<file path="src/rtl/vending_pkg.sv">
// Shared definitions for the change dispenser: coin encodings, FSM states and default coin values.
package vending_pkg;

  localparam int unsigned AMT_W        = 5;
  localparam int unsigned COIN_HI_DEF  = 10;
  localparam int unsigned COIN_MID_DEF = 5;

  typedef enum logic [1:0] {
    CT_NONE = 2'b00,
    CT_ONE  = 2'b01,
    CT_MID  = 2'b10,
    CT_HI   = 2'b11
  } coin_e;

  typedef enum logic [1:0] {
    ST_IDLE     = 2'b00,
    ST_DISPENSE = 2'b01,
    ST_DONE     = 2'b10
  } state_e;

endpackage

</file>
<file path="src/rtl/coin_select.sv">
// Picks the largest coin whose value does not exceed the credit still owed.
module coin_select
  import vending_pkg::*;
#(
  parameter int unsigned COIN_HI  = COIN_HI_DEF,
  parameter int unsigned COIN_MID = COIN_MID_DEF
) (
  input  logic [AMT_W-1:0] remaining,
  output coin_e            coin_type,
  output logic [AMT_W-1:0] coin_val
);

  always_comb begin
    coin_type = CT_NONE;
    coin_val  = '0;
    if (remaining >= AMT_W'(COIN_HI)) begin
      coin_type = CT_HI;
      coin_val  = AMT_W'(COIN_HI);
    end else if (remaining >= AMT_W'(COIN_MID)) begin
      coin_type = CT_MID;
      coin_val  = AMT_W'(COIN_MID);
    end else if (remaining != '0) begin
      coin_type = CT_ONE;
      coin_val  = AMT_W'(1);
    end
  end

endmodule

</file>
<file path="src/rtl/change_dispenser.sv">
// Dispenses a latched amount as a greedy sequence of coins over a valid/ready handshake.
module change_dispenser
  import vending_pkg::*;
#(
  parameter int unsigned COIN_HI  = COIN_HI_DEF,
  parameter int unsigned COIN_MID = COIN_MID_DEF
) (
  input  logic             clk,
  input  logic             clear,
  input  logic             start,
  input  logic [AMT_W-1:0] amount,
  input  logic             coin_ready,
  output logic             coin_valid,
  output logic [1:0]       coin_type,
  output logic             busy,
  output logic             done,
  output logic [AMT_W-1:0] remaining,
  output logic [AMT_W-1:0] coins_out
);

  state_e           state_q, state_d;
  logic [AMT_W-1:0] rem_q, rem_d;
  logic [AMT_W-1:0] cnt_q, cnt_d;
  logic             valid_q, valid_d;
  coin_e            type_q, type_d;
  logic [AMT_W-1:0] val_q, val_d;
  logic             busy_q, busy_d;
  logic             done_q, done_d;

  coin_e            sel_type;
  logic [AMT_W-1:0] sel_val;

  // Selection runs on the next remaining value so the offered coin is ready as a register.
  coin_select #(
    .COIN_HI  (COIN_HI),
    .COIN_MID (COIN_MID)
  ) u_coin_select (
    .remaining (rem_d),
    .coin_type (sel_type),
    .coin_val  (sel_val)
  );

  always_ff @(posedge clk) begin
    if (clear) begin
      state_q <= ST_IDLE;
      rem_q   <= '0;
      cnt_q   <= '0;
      valid_q <= 1'b0;
      type_q  <= CT_NONE;
      val_q   <= '0;
      busy_q  <= 1'b0;
      done_q  <= 1'b0;
    end else begin
      state_q <= state_d;
      rem_q   <= rem_d;
      cnt_q   <= cnt_d;
      valid_q <= valid_d;
      type_q  <= type_d;
      val_q   <= val_d;
      busy_q  <= busy_d;
      done_q  <= done_d;
    end
  end

  always_comb begin
    state_d = state_q;
    rem_d   = rem_q;
    cnt_d   = cnt_q;
    case (state_q)
      ST_IDLE: begin
        if (start) begin
          rem_d   = amount;
          cnt_d   = '0;
          state_d = (amount != '0) ? ST_DISPENSE : ST_DONE;
        end
      end
      ST_DISPENSE: begin
        if (valid_q && coin_ready) begin
          rem_d = rem_q - val_q;
          cnt_d = cnt_q + AMT_W'(1);
          if (rem_q == val_q) begin
            state_d = ST_DONE;
          end
        end
      end
      ST_DONE: state_d = ST_IDLE;
      default: state_d = ST_IDLE;
    endcase
  end

  // Next values of the registered outputs, decoded from the next state.
  always_comb begin
    valid_d = (state_d == ST_DISPENSE);
    type_d  = valid_d ? sel_type : CT_NONE;
    val_d   = valid_d ? sel_val : '0;
    busy_d  = (state_d != ST_IDLE);
    done_d  = (state_d == ST_DONE);
  end

  assign coin_valid = valid_q;
  assign coin_type  = type_q;
  assign busy       = busy_q;
  assign done       = done_q;
  assign remaining  = rem_q;
  assign coins_out  = cnt_q;

endmodule

</file>
<file path="config.mk">
export PLATFORM = sky130hd
export DESIGN_NAME = change_dispenser
export DESIGN_NICKNAME = d
export VERILOG_FILES = /design/src/rtl/vending_pkg.sv /design/src/rtl/coin_select.sv /design/src/rtl/change_dispenser.sv
export SDC_FILE = /design/constraint.sdc
export NUM_CORES = 1
export LEC_CHECK = 0
export CORE_UTILIZATION = 49
export DETAILED_ROUTE_END_ITERATION = 10
export PLACE_DENSITY = 0.85
export SYNTH_ARGS = -nofsm -noshare
export SYNTH_HDL_FRONTEND = slang
export SYNTH_SLANG_ARGS = --single-unit
export TNS_END_PERCENT = 5
</file>
<file path="constraint.sdc">
create_clock -name clk -period 2.9 [get_ports clk]
set_clock_uncertainty 0.15 [all_clocks]
set_input_delay 0.87 -clock clk [delete_from_list [all_inputs] [get_ports clk]]
set_output_delay 0.87 -clock clk [all_outputs]
set_load 0.01 [all_outputs]
</file>
== Word-level counts from Yosys, hierarchy flattened ==
Cells that the tools add are included.

* Add/subtract/negate cells: 2
* Multiply operators: 0
* Div/mod/pow operators: 0
* Order comparisons: 2
* Equality and inequality tests: 6
* Shift-type cells: 0
* Multiplexer cells: 17
* Bitwise logic cells: 1
* Reduce and logical (&&, ||, !) cells: 10

{| class="wikitable"
|+ Operator list
! kind !! number
|-
| 5-bit two-way mux || 4
|-
| 5-bit case mux with 2 select lines || 2
|-
| 2-bit two-way mux || 6
|-
| 5-bit nonzero test || 2
|-
| 4-bit two-way mux || 2
|-
| 5-bit by 1-bit adder with 5-bit output (second input constant) || 1
|-
| 5-bit == test || 1
|-
| 5-bit by 3-bit >= comparator with 1-bit output (second input constant) || 1
|-
| 5-bit by 4-bit >= comparator with 1-bit output (second input constant) || 1
|-
| 5-bit subtractor || 1
|-
| 2-bit by 1-bit == test with 1-bit output (second input constant) || 2
|-
| 2-bit inequality test (second input constant) || 2
|-
| 2-bit case mux with 2 select lines || 1
|-
| 2-bit nonzero test || 2
|-
| 4-bit OR reduction || 1
|-
| 3-bit AND reduction || 1
|-
| 3-bit OR reduction || 1
|-
| 2-bit == test (second input constant) || 1
|-
| 2-bit logical NOT || 1
|-
| 1-bit two-way mux || 2
|-
| 2-bit OR reduction || 1
|-
| 1-bit logical AND || 1
|-
| 1-bit inverter || 1
|}

* Register bits: 22
* Latch bits: 0
* RAM bits: 0
* ROM bits: 0
* Input bits: 9
* Word-level logic and storage cells: 48
* Memories kept: 0

== Logic depth before layout (Yosys ltp) ==
Gate-level depths: netlist (run 1).

* Depth after elaboration: 7
* Mapped depth: 9
* Gate-level depth less buffers: 9

== Hierarchy ==
Synthesis (run 1) repeated with hierarchy kept, for this count alone.

* Cells, all modules: 123
* Area, all modules: 1092.3 µm²

{| class="wikitable"
|+ By module, submodules not included
! module !! times used !! cells each !! area an instance (µm²)
|-
| change_dispenser || 1 || 107 || 1002.2
|-
| coin_select || 1 || 16 || 90.1
|}

== Worst setup path after synthesis (run 1) ==
OpenSTA, ideal clock, no wires.

* Kind: input-to-reg
* From: input port start
* To: register val_q[2]
* Setup time: 116 ps
* Arrival: 2148 ps
* Path slack: 486 ps
* Stages on the path: 6
* Path buffers: 1
* Cells stage by stage: or3b_4 a31oi_1 and3_1 buf_4 mux2_4 and3_1

* Longest elaborated chain between the ends: 5

{| class="wikitable"
|+ RTL lines
! element !! line !! RTL
|-
| from (decl) || change_dispenser.sv:10 || <nowiki>input logic start,</nowiki>
|-
| branches (longest 5 deep; another with 5-bit by 4-bit >= comparator with 1-bit output) || - ||
|-
| to (signal assigned) || change_dispenser.sv:59 || <nowiki>val_q <= val_d;</nowiki>
|-
| to (decl) || change_dispenser.sv:26 || <nowiki>logic [AMT_W-1:0] val_q, val_d;</nowiki>
|}

Several ways; the timed one is not identified.
A chain may end at the register's enable or synchronous reset.

== Worst setup path after layout (run 1) ==
Ends and elaborated chain as after synthesis.

==> results of run 1 <==
## kinds of logic (layout without fill, tap and decap cells)
group / after synthesis / in the layout / synth area share, %
flip-flops: 20 / 20 / 37.8
XOR/XNOR: 3 / 3 / 2.48
multiplexers: 2 / 2 / 2.48
AND/OR/NAND/NOR: 48 / 48 / 29.2
AO/OA/AOI/OAI: 21 / 21 / 15.6
buffers and inverters: 10 / 45 / 4.61
adder cells (fa/ha/maj): 6 / 6 / 7.80
## power groups by stage
stage               clock, uW  combinational (uW)  sequential (uW)
finish                    124                 198              310
global route              143                 216              312
CTS                       131                 198              310
detailed placement          0                 196              316
global placement            0                 191              315
floorplan                   0                 115              316
## layout by cell type (no fill, tap or decap), drive strengths merged, types with 5 or more instances in the layout
cell,n
nand2,5
buf,12
dfxtp,20
ha,5
nor2,15
inv,7
clkdlybuf4s50,23
a21oi,8
## path summary, 6_finish.rpt
kind	end	slack [ns]
worst max register to register	val_q[0]	0.30
worst min register to register	coins_out[1]	0.36
worst max-delay path	val_q[2]	0.23
worst min-delay path	coins_out[1]	0.36
## tightest hold or removal path, stage by stage, from the launching register on
cell and delay (ns):
dfxtp_1 0.35, nand2_1 0.06, a21oi_1 0.06
## through the flow
step                      total power (uW)  setup WS [ns]  instance area [sq um]  TNS [ns]  cells
after detailed placement               512        -0.0508                   1390   -0.0691    169
final                                  631          0.233                   1410         0    172
after global routing                   672          0.122                   1410         0    172
after global placement                 506        -0.0145                   1390   -0.0145    169
after floorplan                        431          0.486                   1060         0    110
after CTS                              638          0.252                   1410         0    172
## sequential cells by signal, summed over array words and instances (netlist names)
signal      flops
coin_type       2
remaining       5
busy            1
state_q         2
coin_valid      1
done            1
coins_out       5
val_q           3
## cells in the mapped netlist, types with 3 or more instances
library cell	instances
nand2b_1	3
xor2_1	3
a21oi_1	7
a31oi_1	3
a221oi_2	3
nor3_1	3
ha_1	5
nand2_1	4
nor2_1	14
nand4_1	3
inv_1	7
dfxtp_1	20
## metal layers
metal / wire length, microns / vias to the layer above / GRT usage, %
met1: 1030 / 450 / 27.1
met5: 0 / - / 0
met3: 106 / 4 / 3.77
met2: 1250 / 32 / 41.8
met4: 38 / 0 / 8.82
li1: - / 468 / -
## area by class of cell
class                           instances  area share, %
Clock buffer                            3           1.59
Multi-Input combinational cell         80           43.1
Inverter                                7           1.86
Tap cell                               27           2.39
Sequential cell                        20           28.3
Timing Repair Buffer                   35           22.7
==> run_results.csv, run 1 <==
group,metric,value,unit
finish,fillerInstances,153,
clocking,insertion_delay,0.29,ns
critical_path,critPathSlowestCell,"clkdlybuf4s50_1",
synth,yosys_warnings,0,
pwr,p_int,447,uW
clocking,htree_levels,1,
finish,regArea,400,sq um
synth,yosysTopAreaCell,"dfxtp_1",
hold_path,min_path_type,"flop to flop",
critical_path,cp_cell_sequence,"clkdlybuf4s50_1 > or3b_4 > a31oi_1 > and3_1 > mux2_4 > and3_1",
global_routing,grt_max_degree,14,
pwr,p_sw,184,uW
critical_path,worstSetupPathType,"input pin to flop",
synth,ys_types,43,
critical_path,path_buf_inv,1,
placement,gp_congestion,0.885,
synth,seq_area_frac_synth,37.8,%
clocking,cts_buffer_depth,2,
placement,placement.io_buffers,23,
routing,vias,954,
pwr,p_leak,0.000578,uW
clocking,path_clk_slew,0.10,ns
pwr,netSwitchingFraction,29.2,%
hold_path,hold_depth,2,
clocking,cts_setup_buffers,0,
clocking,ctsHoldBuffers,0,
floorplan,fp.coreArea,2000,sq um
timing,slew_viol_final,0,
finish,multiInputGateArea,609,sq um
critical_path,cp_max_fo,4,
status,outcome,"finished clean",
critical_path,arrival,2.71,ns
critical_path,crit_path_frequent_cell,"and3_1",
timing,finalSetupViolations,0,
synth,synth_seq_cells,20,
pwr,power_density,447,nW/um^2
floorplan,top_level_ports,24,
critical_path,r2r-start,"remaining[0]",
timing,worstMarginPinSlew,0.438,ns
routing,drt-wirelength-per-cell,14.1,microns
finish,nets,162,
synth,synth_edf_count,0,
global_routing,antenna_found_initial,0,
synth,netlist.area_leader.share,37.8,%
synth,synth-async-reset-ratio,0,%
routing,routed_wl,2.42,mm
critical_path,reg2reg_depth,9,
synth,avgSynthCellArea,9.62,sq um
critical_path,crit_cells,6,
critical_path,cp-start-kind,"input pin",
critical_path,crit_required,2.94,ns
hold_path,hold_start,"coins_out[1]",
clocking,ctsResizeCount,0,
floorplan,fp.dieH,48.5,microns
floorplan,die_area,2350,sq um
synth,synthCells,110,
timing,fin_crit_sh,92.0,%
critical_path,end_kind,"flop",
global_routing,grt_pass1_wl,4.11,mm
routing,detail_route.first_pass.iterations,6,
floorplan,start_util,52.9,%
clocking,cts_tree,"yes",
global_routing,grt_usage,23.1,%
finish,area_growth,33.5,%
synth,syn_nets,125,
floorplan,die_w,48.5,microns
synth,syn-cell-area,1060,sq um
routing,drcViolationCount,0,
critical_path,critPathLaunch,"start",
routing,drt-initial-drc-count,17,
timing,maxClockFrequency,375,MHz
critical_path,max_stage_delay,0.52,ns
pwr,ir_worst_vdd,0.237,mV
timing,hold_viol,0,
pwr,clock_power_share,19.6,%
timing,period_needed,2.67,ns
global_routing,grt_pass1_vias,926,
timing,hold_slack,0.364,ns
routing,ant_nets,0,
run,drv_cap,0,
critical_path,cp_top_family,"simple AND/OR/NAND/NOR gates",
pwr,power_frac_seq,49.1,%
finish,antennaDiodeCount,0,
synth,ys.flop_type,"dfxtp_1",
finish,fin_util,70.6,%
floorplan,rows,16,
routing,vias_per_cell,5.55,
finish,drive_gt1_share,20.0,%
timing,rsz0062_at_grt,"no",
clocking,cts-root-buf,"clkbuf_4",
timing,relSlewSlack,70.8,%
clocking,cts_sinks,20,
synth,synth_area_leaders,"dfxtp_1, ha_1, nor2_1",
global_routing,grt_overflow,0,
placement,place_hpwl,1.90,mm
clocking,cts_inserted_buffers,3,
pwr,combPwrFrac,31.3,%
Note: power is estimated with default switching activity, not from simulation.
==> run 2, diff against run 1 <==
Settings changed: CORE_UTILIZATION 49 to 60, DONT_BUFFER_PORTS from default to 1, PLACE_DENSITY 0.85 to 0.83.
==> run 2 against run 1 <==
Compared with the run above:
- the run now ends with design-rule violations left
- hold slack improved by 0.052 ns
- critical path depth is 3 higher
- core utilization up 1.9 points
- final cell count decreased by 24%
- register-to-register slack worse by 0.10 ns
- global-route usage rose by 5.1 points
- fmax down 1.4%
- sequential cell count stayed put
- design area shrank 19%
==> run_results.csv, run 2 (synthesis gave the netlist of run 1 again) <==
group,metric,value,unit
global_routing,grt_max_degree,15,
global_routing,grt_pass1_wl,3.92,mm
critical_path,worstSetupPathType,"flop to flop",
routing,vias,859,
finish,fillerInstances,112,
finish,design_area,1140,sq um
global_routing,grt_overflow,0,
critical_path,r2r-end,"val_q[0]",
critical_path,cp-start-kind,"flop",
hold_path,min_path_type,"flop to flop",
critical_path,max_stage_delay,0.43,ns
critical_path,r2r-start,"remaining[0]",
timing,worstMarginPinSlew,0.423,ns
clocking,cts-root-buf,"clkbuf_4",
floorplan,die_area,1940,sq um
timing,rsz0062_at_grt,"no",
critical_path,critPathSlowestCell,"dfxtp_1",
routing,drt-initial-drc-count,26,
clocking,path_clk_slew,0.12,ns
clocking,cts_sinks,20,
routing,routed_wl,2.39,mm
clocking,cts_buffer_depth,2,
finish,antennaDiodeCount,0,
pwr,power_density,604,nW/um^2
floorplan,fp.dieH,44,microns
placement,placed_area,1080,sq um
global_routing,antenna_found_initial,0,
critical_path,cp_cell_sequence,"inv_1 > ha_1 > fa_1 > nor2b_1 > o21ai_1 > nand4b_1 > mux2_2 > a221oi_4 > and4_1",
finish,area_growth,7.92,%
critical_path,rrSetupSlack,0.20,ns
finish,layout_commonest_cell,"dfxtp_1",
finish,layout_common_cells,"dfxtp_1, nor2_1, inv_1, a21oi_1, ha_1",
critical_path,crit_end,"val_q[0]",
run,drv_cap,0,
critical_path,critPathLaunch,"remaining[0]",
finish,multiInputGateArea,621,sq um
critical_path,cp_max_fo,6,
status,outcome,"complete, but fails checks",
status,violations,"design-rule violations",
placement,place_ws,0.145,ns
timing,setup_ws,0.195,ns
hold_path,hold_depth,2,
finish,nets,130,
timing,slew_viol_final,0,
timing,setup_tns,0,ns
clocking,cts_tree,"yes",
pwr,p_leak,0.000466,uW
routing,drcViolationCount,4,
critical_path,crit_cells,9,
clocking,ctsHoldBuffers,0,
placement,placement.io_buffers,0,
global_routing,grt_usage,28.2,%
clocking,htree_levels,1,
clocking,insertion_delay,0.31,ns
routing,drt-wirelength-per-cell,18.4,microns
critical_path,path_buf_inv,1,
routing,ant_nets,0,
timing,hold_viol,0,
timing,relSlewSlack,71.7,%
timing,hold_slack,0.416,ns
timing,fin_crit_sh,93.3,%
finish,regArea,400,sq um
critical_path,crit_required,3.01,ns
floorplan,fp.coreArea,1580,sq um
timing,period_needed,2.70,ns
clocking,cts_inserted_buffers,3,
placement,place_hpwl,1.70,mm
finish,fin_util,72.5,%
critical_path,arrival,2.82,ns
floorplan,die_w,44,microns
routing,detail_route.first_pass.iterations,7,
routing,vias_per_cell,6.61,
timing,maxClockFrequency,370,MHz
critical_path,reg2reg_depth,9,
floorplan,rows,14,
finish,drive_gt1_share,18.4,%
pwr,ir_worst_vdd,0.381,mV
global_routing,grt_pass1_vias,849,
floorplan,start_util,67.1,%
placement,gp_congestion,0.858,
critical_path,end_kind,"flop",
floorplan,top_level_ports,24,
critical_path,cp_top_family,"adder cells",
timing,finalSetupViolations,0,
run 2: cell types whose count changed in the layout (fill, tap and decap cells not counted):
| cell | delta |
|---|---|
| clkdlybuf4s50_1 | -23 |
| bufinv_16 | +1 |
| a221oi_2 | -1 |
| buf_4 | -9 |
| a221oi_4 | +1 |
run 2: worst reg2reg max path, stage by stage (launching register included):
cell      delay [ns]
dfxtp_1         0.43
inv_1           0.07
ha_1            0.23
fa_1            0.42
nor2b_1         0.19
o21ai_1         0.12
nand4b_1        0.11
mux2_2          0.36
a221oi_4        0.34
and4_1          0.25
run 2: timing repair:
action                                  4_1_cts  5_1_grt
buffers inserted                              0        0
hold endpoints to repair                      0        0
endpoints found under the setup margin        0        1
gates resized for setup                       0        1
run 2: cell type report:
cell class,instances,share of cell area (%)
well taps,16,1.75
clock buffers,3,1.97
multi-input cells,80,54.3
inverters,7,2.30
flip-flops and latches,20,35.0
clock inverters,1,2.63
repair buffers,3,1.97
run 2: stage by stage:
step | total power, uW | instances
final | 690 | 130
after global routing | 726 | 130
after CTS | 686 | 130
after detailed placement | 461 | 126
after global placement | 452 | 126
after floorplan | 431 | 110
run 2: where the power goes:
part | leakage (uW) | switching (uW) | internal (uW)
Clock | 0.0000279 | 86.9 | 140
Combinational | 0.000274 | 77.5 | 66.3
Sequential | 0.000164 | 26.6 | 293
Total | 0.000466 | 191 | 499
run 2: how the worst min path moves through the flow:
stage / from / endpoint / slack [ns]
after floorplan: coins_out[1] / coins_out[1] / 0.35
after global placement: coins_out[1] / coins_out[1] / 0.37
after detailed placement: coins_out[1] / coins_out[1] / 0.39
after CTS: coins_out[1] / coins_out[1] / 0.42
after global routing: clear / busy / 0.43
final: coins_out[1] / coins_out[1] / 0.42
run 2: metal layers:
metal,GRT usage (%),up-vias,part of all wire (%)
li1,-,409,-
met1,31.8,399,41
met2,47.1,40,48
met3,8.33,11,7.4
met4,15.8,0,3.7
met5,0,-,0
==> run 3, diff against run 2 <==
Settings changed: ABC_CLOCK_PERIOD_IN_PS from default to 2900, SYNTH_HIERARCHICAL from default to 1.
==> run 3 against run 2 <==
Compared with the run above:
- the run now ends clean
- count of clock-buffer cells in the layout is the same
- sequential cell count is 2 higher
- fmax increased by 7.7%
- setup slack improved by 0.19 ns
- highest routed layer unchanged
==> run_results.csv, run 3 <==
group,metric,value,unit
status,outcome,"finished clean",
finish,layout_commonest_cell,"dfxtp_1",
synth,synth_edf_count,0,
floorplan,fp.coreArea,1710,sq um
pwr,p_leak,0.000457,uW
synth,ys_types,40,
timing,finalSetupViolations,0,
global_routing,grt_pass1_wl,3.22,mm
critical_path,path_buf_inv,1,
finish,antennaDiodeCount,0,
finish,layout_common_cells,"dfxtp_1, nand2_1, a21oi_1",
clocking,ctsHoldBuffers,0,
finish,multiInputGateArea,607,sq um
hold_path,hold-path-endpoint,"coins_out[1]",
critical_path,r2r-end,"val_q[0]",
pwr,ir_worst_vdd,0.421,mV
synth,avgSynthCellArea,8.88,sq um
synth,syn-cell-area,1090,sq um
placement,gp_congestion,0.867,
critical_path,arrival,2.58,ns
clocking,ctsResizeCount,0,
run,drv_cap,0,
timing,period_needed,2.51,ns
finish,fillerInstances,134,
finish,area_growth,6.64,%
timing,slew_viol_final,0,
critical_path,critPathLaunch,"remaining[0]",
synth,synth-async-reset-ratio,0,%
clocking,cts_inserted_buffers,3,
synth,synthCells,123,
hold_path,hold_start,"coins_out[1]",
finish,fin_util,68.2,%
global_routing,grt_pass1_vias,780,
routing,drt-wirelength-per-cell,13.6,microns
critical_path,max_stage_delay,0.39,ns
critical_path,cp_max_fo,4,
floorplan,fp.dieH,44.7,microns
finish,nets,141,
synth,syn_nets,138,
routing,vias_per_cell,5.82,
finish,drive_gt1_share,7.20,%
timing,fin_crit_sh,86.6,%
placement,place_hpwl,1.56,mm
floorplan,start_util,64.0,%
clocking,cts_sinks,22,
routing,routed_wl,2.04,mm
finish,regArea,440,sq um
critical_path,r2r-start,"remaining[0]",
clocking,insertion_delay,0.32,ns
timing,relSlewSlack,65.4,%
synth,ys_top_cells_by_count,"dfxtp_1, a21oi_1, nand2_1",
synth,synth_most_common_cell,"dfxtp_1",
timing,maxClockFrequency,398,MHz
critical_path,cp_top_family,"adder cells",
routing,top_layer_used,"met4",
routing,wl_met2,963,microns
timing,worstMarginPinSlew,0.516,ns
critical_path,worstSetupPathType,"flop to flop",
timing,hold_viol,0,
routing,wl_met3,119,microns
floorplan,top_level_ports,24,
synth,yosysTopAreaCell,"dfxtp_1",
critical_path,end_kind,"flop",
clocking,htree_levels,1,
global_routing,grt_max_degree,17,
floorplan,rows,15,
routing,ant_nets,0,
synth,ys.flop_type,"dfxtp_1",
global_routing,antenna_found_initial,0,
global_routing,grt_usage,23.1,%
critical_path,crit_required,2.97,ns
clocking,cts_tree,"yes",
synth,yosys_warnings,6,
routing,drcViolationCount,0,
synth,netlist.area_leader.share,40.3,%
critical_path,reg2reg_depth,11,
clocking,path_clk_slew,0.13,ns
hold_path,hold_depth,2,
timing,setup_tns,0,ns
synth,synth_area_leaders,"dfxtp_1, ha_1, and2_1",
routing,vias,873,
clocking,cts_buffer_depth,2,
critical_path,rrSetupSlack,0.39,ns
synth,synth_seq_cells,22,
timing,rsz0062_at_grt,"no",
clocking,cts-root-buf,"clkbuf_4",
pwr,power_density,618,nW/um^2
clocking,cts_setup_buffers,0,
placement,placement.io_buffers,0,
routing,drt-met1-wl,917,microns
global_routing,grt_overflow,0,
hold_path,min_path_type,"flop to flop",
critical_path,cp-start-kind,"flop",
synth,seq_area_frac_synth,40.3,%
routing,drt-initial-drc-count,16,
floorplan,die_w,44.7,microns
routing,detail_route.first_pass.iterations,4,
floorplan,die_area,1990,sq um
critical_path,cp_cell_sequence,"inv_1 > ha_1 > fa_1 > nor2b_1 > o22ai_1 > xnor2_1 > o31a_1 > nand2_1 > nand2b_1 > a21oi_1 > and2_1",
critical_path,critPathSlowestCell,"dfxtp_1",
run 3: cell type report:
type | instances | area share (%)
Multi-Input combinational cell | 91 | 52.1
Sequential cell | 22 | 37.8
Timing Repair Buffer | 1 | 0.644
Clock inverter | 1 | 2.58
Tap cell | 25 | 2.69
Clock buffer | 3 | 1.93
Inverter | 7 | 2.26
run 3: worst max-delay path by stage:
| stage | slack [ns] | cells past startpoint | to |
|---|---|---|---|
| final | 0.39 | 11 | val_q[0] |
| after global routing | 0.20 | 11 | val_q[0] |
| after CTS | 0.39 | 11 | val_q[0] |
| after detailed placement | 0.27 | 6 | coin_type[1] |
| after global placement | 0.29 | 7 | coin_type[0] |
| after floorplan | 0.37 | 7 | coin_type[0] |
run 3: worst min-delay path, stage by stage (launching register included):
cell and delay [ns]:
dfxtp_1 0.39, nand2_1 0.08, a21oi_1 0.05
run 3: cells by family (layout without fill, tap and decap cells):
group	Yosys count	in the layout	share of synthesized area, %
and+or+nand+nor	52	52	27.3
AOI/OAI and AO/OA	26	26	15.6
DFF	22	22	40.3
buffers and inverters	10	12	4.12
adders and majority gates	6	6	7.56
xor gates and xnor gates	6	6	4.81
other	1	1	0.343
run 3: metrics by stage:
stage                     area (sq um)  hold WS [ns]  power (uW)  worst slack, ns  cells
final                             1160         0.390         720            0.388    150
after global routing              1160         0.429         755            0.202    150
after CTS                         1160         0.395         724            0.390    150
after detailed placement          1110         0.379         490            0.266    146
after global placement            1110         0.372         487            0.291    146
after floorplan                   1090         0.353         469            0.369    123
run 3: power breakdown:
group | internal, uW | switching [uW] | leakage (uW)
clock | 140 | 94.4 | 0.0000279
combinational | 65.0 | 76.8 | 0.000249
sequential | 322 | 20.9 | 0.000180
run 3: routing by layer:
| layer | GRT usage, % | vias to the layer above |
|---|---|---|
| met4 | 10.9 | 0 |
| li1 | - | 435 |
| met5 | 0 | - |
| met2 | 38.8 | 27 |
| met1 | 26.3 | 406 |
| met3 | 7.35 | 5 |
